$ cat src/rtl/flash_spi_arbiter_pkg.sv
// Shared types and constants for the two-master SPI flash arbiter.
// Holds the FSM state encoding, the access-type idle bit and the idle pin levels.
package flash_spi_arbiter_pkg;

  typedef enum logic [1:0] {
    ST_IDLE  = 2'd0,
    ST_OWN0  = 2'd1,
    ST_OWN1  = 2'd2,
    ST_GUARD = 2'd3
  } arb_state_e;

  localparam int unsigned ACC_IDLE_BIT = 2;

  typedef struct packed {
    logic ncs;
    logic mosi;
    logic clk;
  } spi_pins_t;

  localparam spi_pins_t PINS_IDLE = '{ncs: 1'b1, mosi: 1'b0, clk: 1'b0};

endpackage

$ cat src/rtl/spi_pin_mux.sv
// Combinational flash pin select driven by the registered grants.
// With no owner the pins rest at their idle levels.
module spi_pin_mux
  import flash_spi_arbiter_pkg::*;
(
  input  logic      gnt0_i,
  input  logic      gnt1_i,
  input  spi_pins_t m0_i,
  input  spi_pins_t m1_i,
  output spi_pins_t pins_o
);

  always_comb begin
    pins_o = PINS_IDLE;
    if (gnt0_i) begin
      pins_o = m0_i;
    end else if (gnt1_i) begin
      pins_o = m1_i;
    end
  end

endmodule

$ cat src/rtl/flash_spi_arbiter.sv
// Shares one SPI flash between a priority page loader (0) and an auxiliary reader (1).
// Non-preemptive grants with a chip-select guard gap, starvation relief and a hang timeout.
module flash_spi_arbiter
  import flash_spi_arbiter_pkg::*;
#(
  parameter int unsigned GUARD_CYCLES = 3,
  parameter int unsigned MAX_STREAK   = 4,
  parameter int unsigned TIMEOUT      = 65535,
  parameter int unsigned TO_W         = 16
) (
  input  logic       MCLK,
  input  logic       nRESET,
  input  logic [2:0] ACCTYPE,
  input  logic       REQ0,
  input  logic       REQ1,
  output logic       GNT0,
  output logic       GNT1,
  input  logic       nCS0,
  input  logic       MOSI0,
  input  logic       CLK0,
  input  logic       nCS1,
  input  logic       MOSI1,
  input  logic       CLK1,
  output logic       MISO0,
  output logic       MISO1,
  output logic       nCS,
  output logic       MOSI,
  output logic       CLK,
  input  logic       MISO,
  output logic       TO_ERR
);

  localparam int unsigned STREAK_W = $clog2(MAX_STREAK + 1);
  localparam int unsigned GUARD_W  = (GUARD_CYCLES > 1) ? $clog2(GUARD_CYCLES) : 1;

  arb_state_e          state_q, state_d;
  logic [1:0]          req_q, req_raw, req_eff;
  logic [1:0]          mask_q, mask_d;
  logic [STREAK_W-1:0] streak_q, streak_d;
  logic [GUARD_W-1:0]  guard_cnt_q, guard_cnt_d;
  logic [TO_W-1:0]     to_cnt_q, to_cnt_d, to_inc;
  logic [1:0]          gnt_q, gnt_d;
  logic                to_err_q, to_err_d;
  logic                timeout_c, grant1_c, own_idx;
  logic                unused_acc;

  assign req_raw    = {REQ1, REQ0};
  assign unused_acc = ^ACCTYPE[1:0];

  always_ff @(posedge MCLK) begin
    if (!nRESET) begin
      state_q     <= ST_IDLE;
      req_q       <= '0;
      mask_q      <= '0;
      streak_q    <= '0;
      guard_cnt_q <= '0;
      to_cnt_q    <= '0;
      gnt_q       <= '0;
      to_err_q    <= 1'b0;
    end else begin
      state_q     <= state_d;
      req_q       <= req_raw;
      mask_q      <= mask_d;
      streak_q    <= streak_d;
      guard_cnt_q <= guard_cnt_d;
      to_cnt_q    <= to_cnt_d;
      gnt_q       <= gnt_d;
      to_err_q    <= to_err_d;
    end
  end

  // A timed-out requester stays masked until its raw REQ falls.
  always_comb begin
    state_d     = state_q;
    streak_d    = streak_q;
    guard_cnt_d = guard_cnt_q;
    to_cnt_d    = to_cnt_q;
    mask_d      = mask_q & req_raw;
    timeout_c   = 1'b0;
    req_eff     = req_q & ~mask_q;
    grant1_c    = req_eff[1] && (req_eff[0] ? (streak_q == STREAK_W'(MAX_STREAK))
                                            : ACCTYPE[ACC_IDLE_BIT]);
    to_inc      = (&to_cnt_q) ? to_cnt_q : to_cnt_q + 1'b1;
    own_idx     = (state_q == ST_OWN1);
    case (state_q)
      ST_IDLE: begin
        if (grant1_c) begin
          state_d  = ST_OWN1;
          streak_d = '0;
          to_cnt_d = '0;
        end else if (req_eff[0]) begin
          state_d  = ST_OWN0;
          to_cnt_d = '0;
          if (!req_eff[1]) begin
            streak_d = '0;
          end else if (streak_q != STREAK_W'(MAX_STREAK)) begin
            streak_d = streak_q + 1'b1;
          end
        end
      end
      ST_OWN0, ST_OWN1: begin
        to_cnt_d = to_inc;
        if (!req_raw[own_idx]) begin
          state_d     = ST_GUARD;
          guard_cnt_d = '0;
        end else if (to_inc == TO_W'(TIMEOUT)) begin
          state_d         = ST_GUARD;
          guard_cnt_d     = '0;
          timeout_c       = 1'b1;
          mask_d[own_idx] = 1'b1;
        end
      end
      ST_GUARD: begin
        if (guard_cnt_q == GUARD_W'(GUARD_CYCLES - 1)) begin
          state_d = ST_IDLE;
        end else begin
          guard_cnt_d = guard_cnt_q + 1'b1;
        end
      end
      default: state_d = ST_IDLE;
    endcase
  end

  always_comb begin
    gnt_d    = 2'b00;
    to_err_d = 1'b0;
    gnt_d[0] = (state_d == ST_OWN0);
    gnt_d[1] = (state_d == ST_OWN1);
    to_err_d = timeout_c;
  end

  assign GNT0   = gnt_q[0];
  assign GNT1   = gnt_q[1];
  assign TO_ERR = to_err_q;
  assign MISO0  = MISO;
  assign MISO1  = MISO;

  spi_pins_t m0_c, m1_c, pins_c;
  assign m0_c = {nCS0, MOSI0, CLK0};
  assign m1_c = {nCS1, MOSI1, CLK1};

  spi_pin_mux u_pin_mux (
    .gnt0_i (gnt_q[0]),
    .gnt1_i (gnt_q[1]),
    .m0_i   (m0_c),
    .m1_i   (m1_c),
    .pins_o (pins_c)
  );

  assign nCS  = pins_c.ncs;
  assign MOSI = pins_c.mosi;
  assign CLK  = pins_c.clk;

  a_gnt_onehot: assert property (@(posedge MCLK) disable iff (!nRESET) !(gnt_q[0] && gnt_q[1]));

endmodule

$ cat config.mk
export PLATFORM = sky130hd
export DESIGN_NAME = flash_spi_arbiter
export DESIGN_NICKNAME = d
export VERILOG_FILES = /design/src/rtl/flash_spi_arbiter_pkg.sv /design/src/rtl/spi_pin_mux.sv /design/src/rtl/flash_spi_arbiter.sv
export SDC_FILE = /design/constraint.sdc
export NUM_CORES = 1
export LEC_CHECK = 0
export CAP_MARGIN = 20
export CELL_PAD_IN_SITES_DETAIL_PLACEMENT = 1
export CELL_PAD_IN_SITES_GLOBAL_PLACEMENT = 1
export CORE_ASPECT_RATIO = 0.7
export CORE_MARGIN = 2
export CORE_UTILIZATION = 45
export CTS_CLUSTER_SIZE = 24
export DETAILED_ROUTE_END_ITERATION = 16
export GPL_ROUTABILITY_DRIVEN = 0
export PLACE_DENSITY = 0.94
export RECOVER_POWER = 100
export SETUP_SLACK_MARGIN = 0.3
export SYNTH_ARGS = -nofsm -noshare
export SYNTH_HDL_FRONTEND = slang
export SYNTH_SLANG_ARGS = --single-unit
$ cat constraint.sdc
create_clock -name MCLK -period 5.4 [get_ports MCLK]
set_clock_uncertainty 0.2 [all_clocks]
set_input_delay 1.08 -clock MCLK [delete_from_list [all_inputs] [get_ports MCLK]]
set_output_delay 1.08 -clock MCLK [all_outputs]
set_load 0.01 [all_outputs]
==> impl_metrics.ini, run 1 <==
[run_status]
status = finished, violations left
failed_checks = DRC

[cells_and_area]
multi_input_area_sq_um = 1358
post_route_cells_drive_above_1_share_pct = 5.415
final.fill_count = 547
most-common-layout-cells = nand2_1 (31), dfxtp_1 (30), a21oi_1 (23), nor2_1 (19), o21ai_0 (16)
antennaDiodeCount = 0
layout.area.seq_sq_um = 600.6
most_common_cell_after_layout_fill_and_taps_aside = nand2_1
final_layout_net_count = 299
area.growth.synth_to_final_pct = 9.317

[sta]
timing.final.setup_violations = 0
max_slew.worst_pin.slew_ns = 1.288
relSlewSlack_pct = 13.36
max_freq_mhz = 232.9
hold_violations = 0
finalCriticalPeriod_ns = 4.295
tns_ns = 0
post-route-period-util_pct = 79.53
timing.final.max_slew_violations = 0
rsz0062_at_grt = no

[global_routing]
globalRoute.totalOverflow = 0
grt_max_degree = 30
grt_pass1_vias = 2046
global_route.usage.total_pct = 26.38
grt_antenna_before_repair = 0
wire_length_of_the_first_global_routing_pass_um = 10460

[critical_path]
worst_r2r_startpoint = to_cnt_q[0]$_SDFFE_PN0P_
worstSetupStartpoint = to_cnt_q[0]$_SDFFE_PN0P_
timing.critical_path.from_type = flop
criticalPathCategory = reg -> reg
regToRegSetupSlack_ns = 1.11
worstPathRequired_ns = 5.41
worst-path-max-fanout = 8
timing.critical_path.to_type = flop
crit_arrival_ns = 4.31

[power]
power.static_leakage_nw = 0.8029
p_total_w = 0.0005451
power.density_nw_per_um2 = 236.5
peakVddDrop_uv = 167.5

[route]
via_per_inst = 6.193
vias = 2056
drc = 1
wl_per_cell_um = 19.13
dr.pass1.iters = 11
remaining_antenna_violation_count = 0
drtIter0Drc = 100
wl_um = 6352

[hold_path]
worst_hold_startpoint = mask_q[1]$_SDFF_PN0_
timing.hold.worst.class = reg -> reg

[synthesis]
synth_top_cells_by_area = dfxtp_1 (28%), nand2_1 (5.5%), a21oi_1 (5.5%)
yosys_cell_types = 53
synthesis.yosys.warnings = 0
synth_seq_cells = 30
postSynth.asyncResetShare_pct = 0
yosysTopAreaCellShare_pct = 28.49
mappedNetlistArea_sq_um = 2108
postSynthCellCount = 272
synth_sequential_area_ratio_pct = 28.49
synthesized_area_per_cell_sq_um = 7.751
synth-edff-count = 0
ys.flop_type = dfxtp_1
yosysTopAreaCell = dfxtp_1
synth_fp_nets = 294

[floorplanning]
die_y_um = 61.27
fp.coreArea_sq_um = 4429
floorplan.rows = 20
floorplan.initialDensity_pct = 47.60
die_x_um = 85.81
ioPinCount = 22
die-area_sq_um = 5257

[place]
place.detailed.hpwl_um = 4568
port-buffer-count = 16

[clock_network]
clock_insertion_delay_worst_skew_ns = 0.29
cts.clk_slew.worst_paths_ns = 0.06
tritoncts = done
clockRootBuffer = clkbuf_8
cts.repair.resized = 0
clock_tree.htree_level_count = 2
post-cts-setup-buffer-count = 0
max-clock-path-buffers = 2
cts_sinks = 30
total_cts_buffers = 5
cts-hold-fix-buffers = 0

[job]
maxCapViolations = 0
==> power breakdown <==
part	leakage, nW	switching (W)	internal [W]
clock network	0.0383	0.0000861	0.0000886
logic	0.521	0.0000820	0.0000489
registers	0.243	0.00000916	0.000230
==> worst paths after layout <==
path | endpoint | cells past startpoint
worst max-delay path | guard_cnt_q[1]$_SDFFE_PN0P_ | 9
worst min-delay path | mask_q[1]$_SDFF_PN0_ | 2
worst max register to register | guard_cnt_q[1]$_SDFFE_PN0P_ | 9
worst min register to register | mask_q[1]$_SDFF_PN0_ | 2
==> worst max-delay path: stages, from the launching register on <==
cell and delay (ns):
dfxtp_1 0.42, ha_1 0.39, nand4_4 0.21, nor4_1 1.11, nor2_1 0.27, nor3_1 0.26, nand4_1 0.20, o31ai_1 0.59
mux2_2 0.41, a21oi_1 0.16
==> flip-flops by register name (all words and copies together) (netlist names) <==
name / count
streak_q: 3
guard_cnt_q: 2
req_q: 2
TO_ERR: 1
to_cnt_q: 16
state_q: 2
mask_q: 2
gnt_q: 2
==> layer usage <==
metal / vias up / global-route usage (%) / routed length, um
met5: - / 0 / 0
met4: 0 / 9.977 / 96
met3: 11 / 5.764 / 277
met2: 50 / 41.85 / 2875
met1: 1008 / 35.92 / 3102
li1: 987 / - / -
==> cell usage after synthesis, drive strengths merged (4+ instances only) <==
library cell	count
a21boi	5
ha	8
xnor2	4
nor2b	9
a21o	4
inv	10
nor3b	4
a21oi	23
dfxtp	30
nand2b	4
o21ai	16
nor3	10
nand3	10
and2	4
nand4	7
buf	9
clkbuf	10
nor2	19
nand2	31
a31oi	9
nor4	5
o21a	5
==> layout make-up <==
cell class,instances,area share [%]
Sequential cell,30,26.06
Inverter,10,1.629
Multi-Input combinational cell,213,58.90
Clock buffer,7,3.312
Tap cell,55,2.986
Timing Repair Buffer,17,7.112
==> logic make-up after synthesis <==
group / count (synthesis) / share of synthesized area [%]
adder cells (fa/ha/maj): 8 / 4.748
multiplexers: 5 / 2.552
buffers and inverters: 29 / 5.934
AO/OA/AOI/OAI: 78 / 23.92
XOR/XNOR: 6 / 2.493
AND/OR/NAND/NOR: 116 / 31.87
flip-flops: 30 / 28.49
==> per-stage QoR <==
step	setup slack [ns]	hold slack [ns]	utilization [%]	cells	area (sq um)
2_1_floorplan	2.431	0.2605	-	272	2108
3_3_place_gp	1.852	0.2860	50.96	325	2257
3_5_place_dp	1.777	0.3092	50.96	325	2257
4_1_cts	1.725	0.3205	52.68	332	2333
5_1_grt	0.7805	0.3322	52.03	332	2305
6_report	1.105	0.3163	52.03	332	2305
Power figures use the tool's default switching activity.
==> inputs of run 2 (changes only) <==
Settings changed: CORE_UTILIZATION 45 to 38, PLACE_DENSITY 0.94 to 0.85.
Clock period 5.4 ns to 3.9 ns, I/O delays scaled along.
==> impl_metrics.ini, run 2 (synthesis gave the netlist of run 1 again) <==
[critical_path]
regToRegSetupSlack_ns = 0.39
worstSetupStartpoint = to_cnt_q[0]$_SDFFE_PN0P_
reg2reg_depth = 8
worst_r2r_startpoint = to_cnt_q[0]$_SDFFE_PN0P_
criticalPathCategory = reg -> reg
worstPathRequired_ns = 3.93
crit_arrival_ns = 3.54
worst-path-max-fanout = 8
crit_end = guard_cnt_q[1]$_SDFFE_PN0P_
timing.critical_path.to_type = flop
timing.critical_path.from_type = flop
critical_path.reg2reg.endpoint = guard_cnt_q[1]$_SDFFE_PN0P_

[floorplanning]
fp.coreArea_sq_um = 5285
die_y_um = 66.32
die_x_um = 93.03
floorplan.initialDensity_pct = 39.89
floorplan.rows = 22
die-area_sq_um = 6169
ioPinCount = 22

[power]
peakVddDrop_uv = 158.6
power.density_nw_per_um2 = 330.4
power.static_leakage_nw = 0.8174

[clock_network]
clockRootBuffer = clkbuf_8
clock_tree.htree_level_count = 2
tritoncts = done
cts_sinks = 30
clock_insertion_delay_worst_skew_ns = 0.30
cts.clk_slew.worst_paths_ns = 0.07
cts-hold-fix-buffers = 0
total_cts_buffers = 5
max-clock-path-buffers = 2

[cells_and_area]
area.growth.synth_to_final_pct = 13.18
registers.top_by_ff_count = to_cnt_q
largest_reg_flops = 16
final_layout_net_count = 304
antennaDiodeCount = 0
most_common_cell_after_layout_fill_and_taps_aside = nand2_1
post_route_cells_drive_above_1_share_pct = 7.774
post_layout_nonfiller_instances = 355
biggestRegsByFlops = to_cnt_q x16, streak_q x3
final_cell_area_sq_um = 2386
final.fill_count = 668
most-common-layout-cells = nand2_1 (31), dfxtp_1 (30), a21oi_1 (23), nor2_1 (19), o21ai_0 (16)

[sta]
max_freq_mhz = 285.1
minimum_hold_slack_ns = 0.3281
hold_violations = 0
post-route-period-util_pct = 89.95
rsz0062_at_grt = no
timing.final.max_slew_violations = 0
timing.final.setup_violations = 0
max_slew.worst_pin.slew_ns = 0.9112
finalCriticalPeriod_ns = 3.508
relSlewSlack_pct = 39.25
tns_ns = 0

[global_routing]
grt_antenna_before_repair = 0
grt_pass1_vias = 2018
global_route.usage.total_pct = 21.10
wire_length_of_the_first_global_routing_pass_um = 10020
grt_max_degree = 21
globalRoute.totalOverflow = 0

[route]
vias = 2057
drtIter0Drc = 135
via_per_inst = 5.794
drc = 0
wl_um = 6165
dr.pass1.iters = 5
remaining_antenna_violation_count = 0
wl_per_cell_um = 17.37

[run_status]
status = finished, final reports clean

[place]
placedInstanceArea_sq_um = 2316
port-buffer-count = 16
place.detailed.hpwl_um = 4494
placedCellCount = 347

[job]
maxCapViolations = 0

[hold_path]
timing.hold.worst.class = reg -> reg
[run 2: cell types whose count changed in the layout (fill, tap and decap cells not counted), sizes merged]
cell,before,now
buf,0,3
clkbuf,8,10
clkdlybuf4s50,8,9
clkinv,0,1
dlygate4sd3,8,7
[run 2: what timing repair did]
action                     CTS  global route
setup endpoints to repair    0             1
setup buffers                0             0
resized for setup            0             1
[run 2: metrics by stage]
stage	utilization (%)	total power (W)	worst slack, ns
finish	45.15	0.0007883	0.3920
global route	45.15	0.0008302	0.2288
CTS	45.55	0.0007990	0.4879
detailed placement	43.82	0.0005219	0.5628
global placement	43.82	0.0005123	0.6582
floorplan	-	0.0004590	0.9305
[run 2: worst min-delay path by stage]
stage                                           to  slack [ns]  cells past startpoint                     start
after floorplan               mask_q[0]$_SDFF_PN0_        0.26                      2      mask_q[0]$_SDFF_PN0_
after global placement        mask_q[0]$_SDFF_PN0_        0.29                      2      mask_q[0]$_SDFF_PN0_
after detailed placement      mask_q[1]$_SDFF_PN0_        0.31                      2      mask_q[1]$_SDFF_PN0_
after CTS                 to_cnt_q[1]$_SDFFE_PN0P_        0.33                      2  to_cnt_q[1]$_SDFFE_PN0P_
after global routing          mask_q[1]$_SDFF_PN0_        0.35                      2      mask_q[1]$_SDFF_PN0_
final                     to_cnt_q[1]$_SDFFE_PN0P_        0.33                      2  to_cnt_q[1]$_SDFFE_PN0P_
[run 2: worst max-delay path, stage by stage (launching register included)]
cell	delay [ns]
dfxtp_1	0.42
ha_1	0.36
nand4_1	0.36
or4_1	0.73
a32oi_1	0.25
nand4_1	0.26
o31ai_4	0.37
mux2_2	0.37
a21oi_1	0.12
[run 2: cell type report]
cell class              instances  area [sq um]  share of cell area (%)
flip-flops and latches         30         600.6                   25.17
repair buffers                 22         193.9                   8.128
well taps                      72         90.09                   3.776
multi-input cells             213          1373                   57.53
clock buffers                   7         86.33                   3.618
clock inverters                 1         5.005                  0.2098
inverters                      10         37.54                   1.573
[run 2: routing by layer]
layer	routed length, um	up-vias	global-route usage [%]
met5	0	-	0
met4	132	0	9.926
met3	331	13	5.245
met2	2631	55	31.25
met1	3069	991	28.67
li1	-	998	-
[run 2: where the power goes]
group          switching [W]  leakage (nW)  internal, W
sequential         0.0000125         0.243     0.000319
clock               0.000134        0.0482     0.000142
combinational       0.000108         0.526    0.0000723
total               0.000255         0.817     0.000533
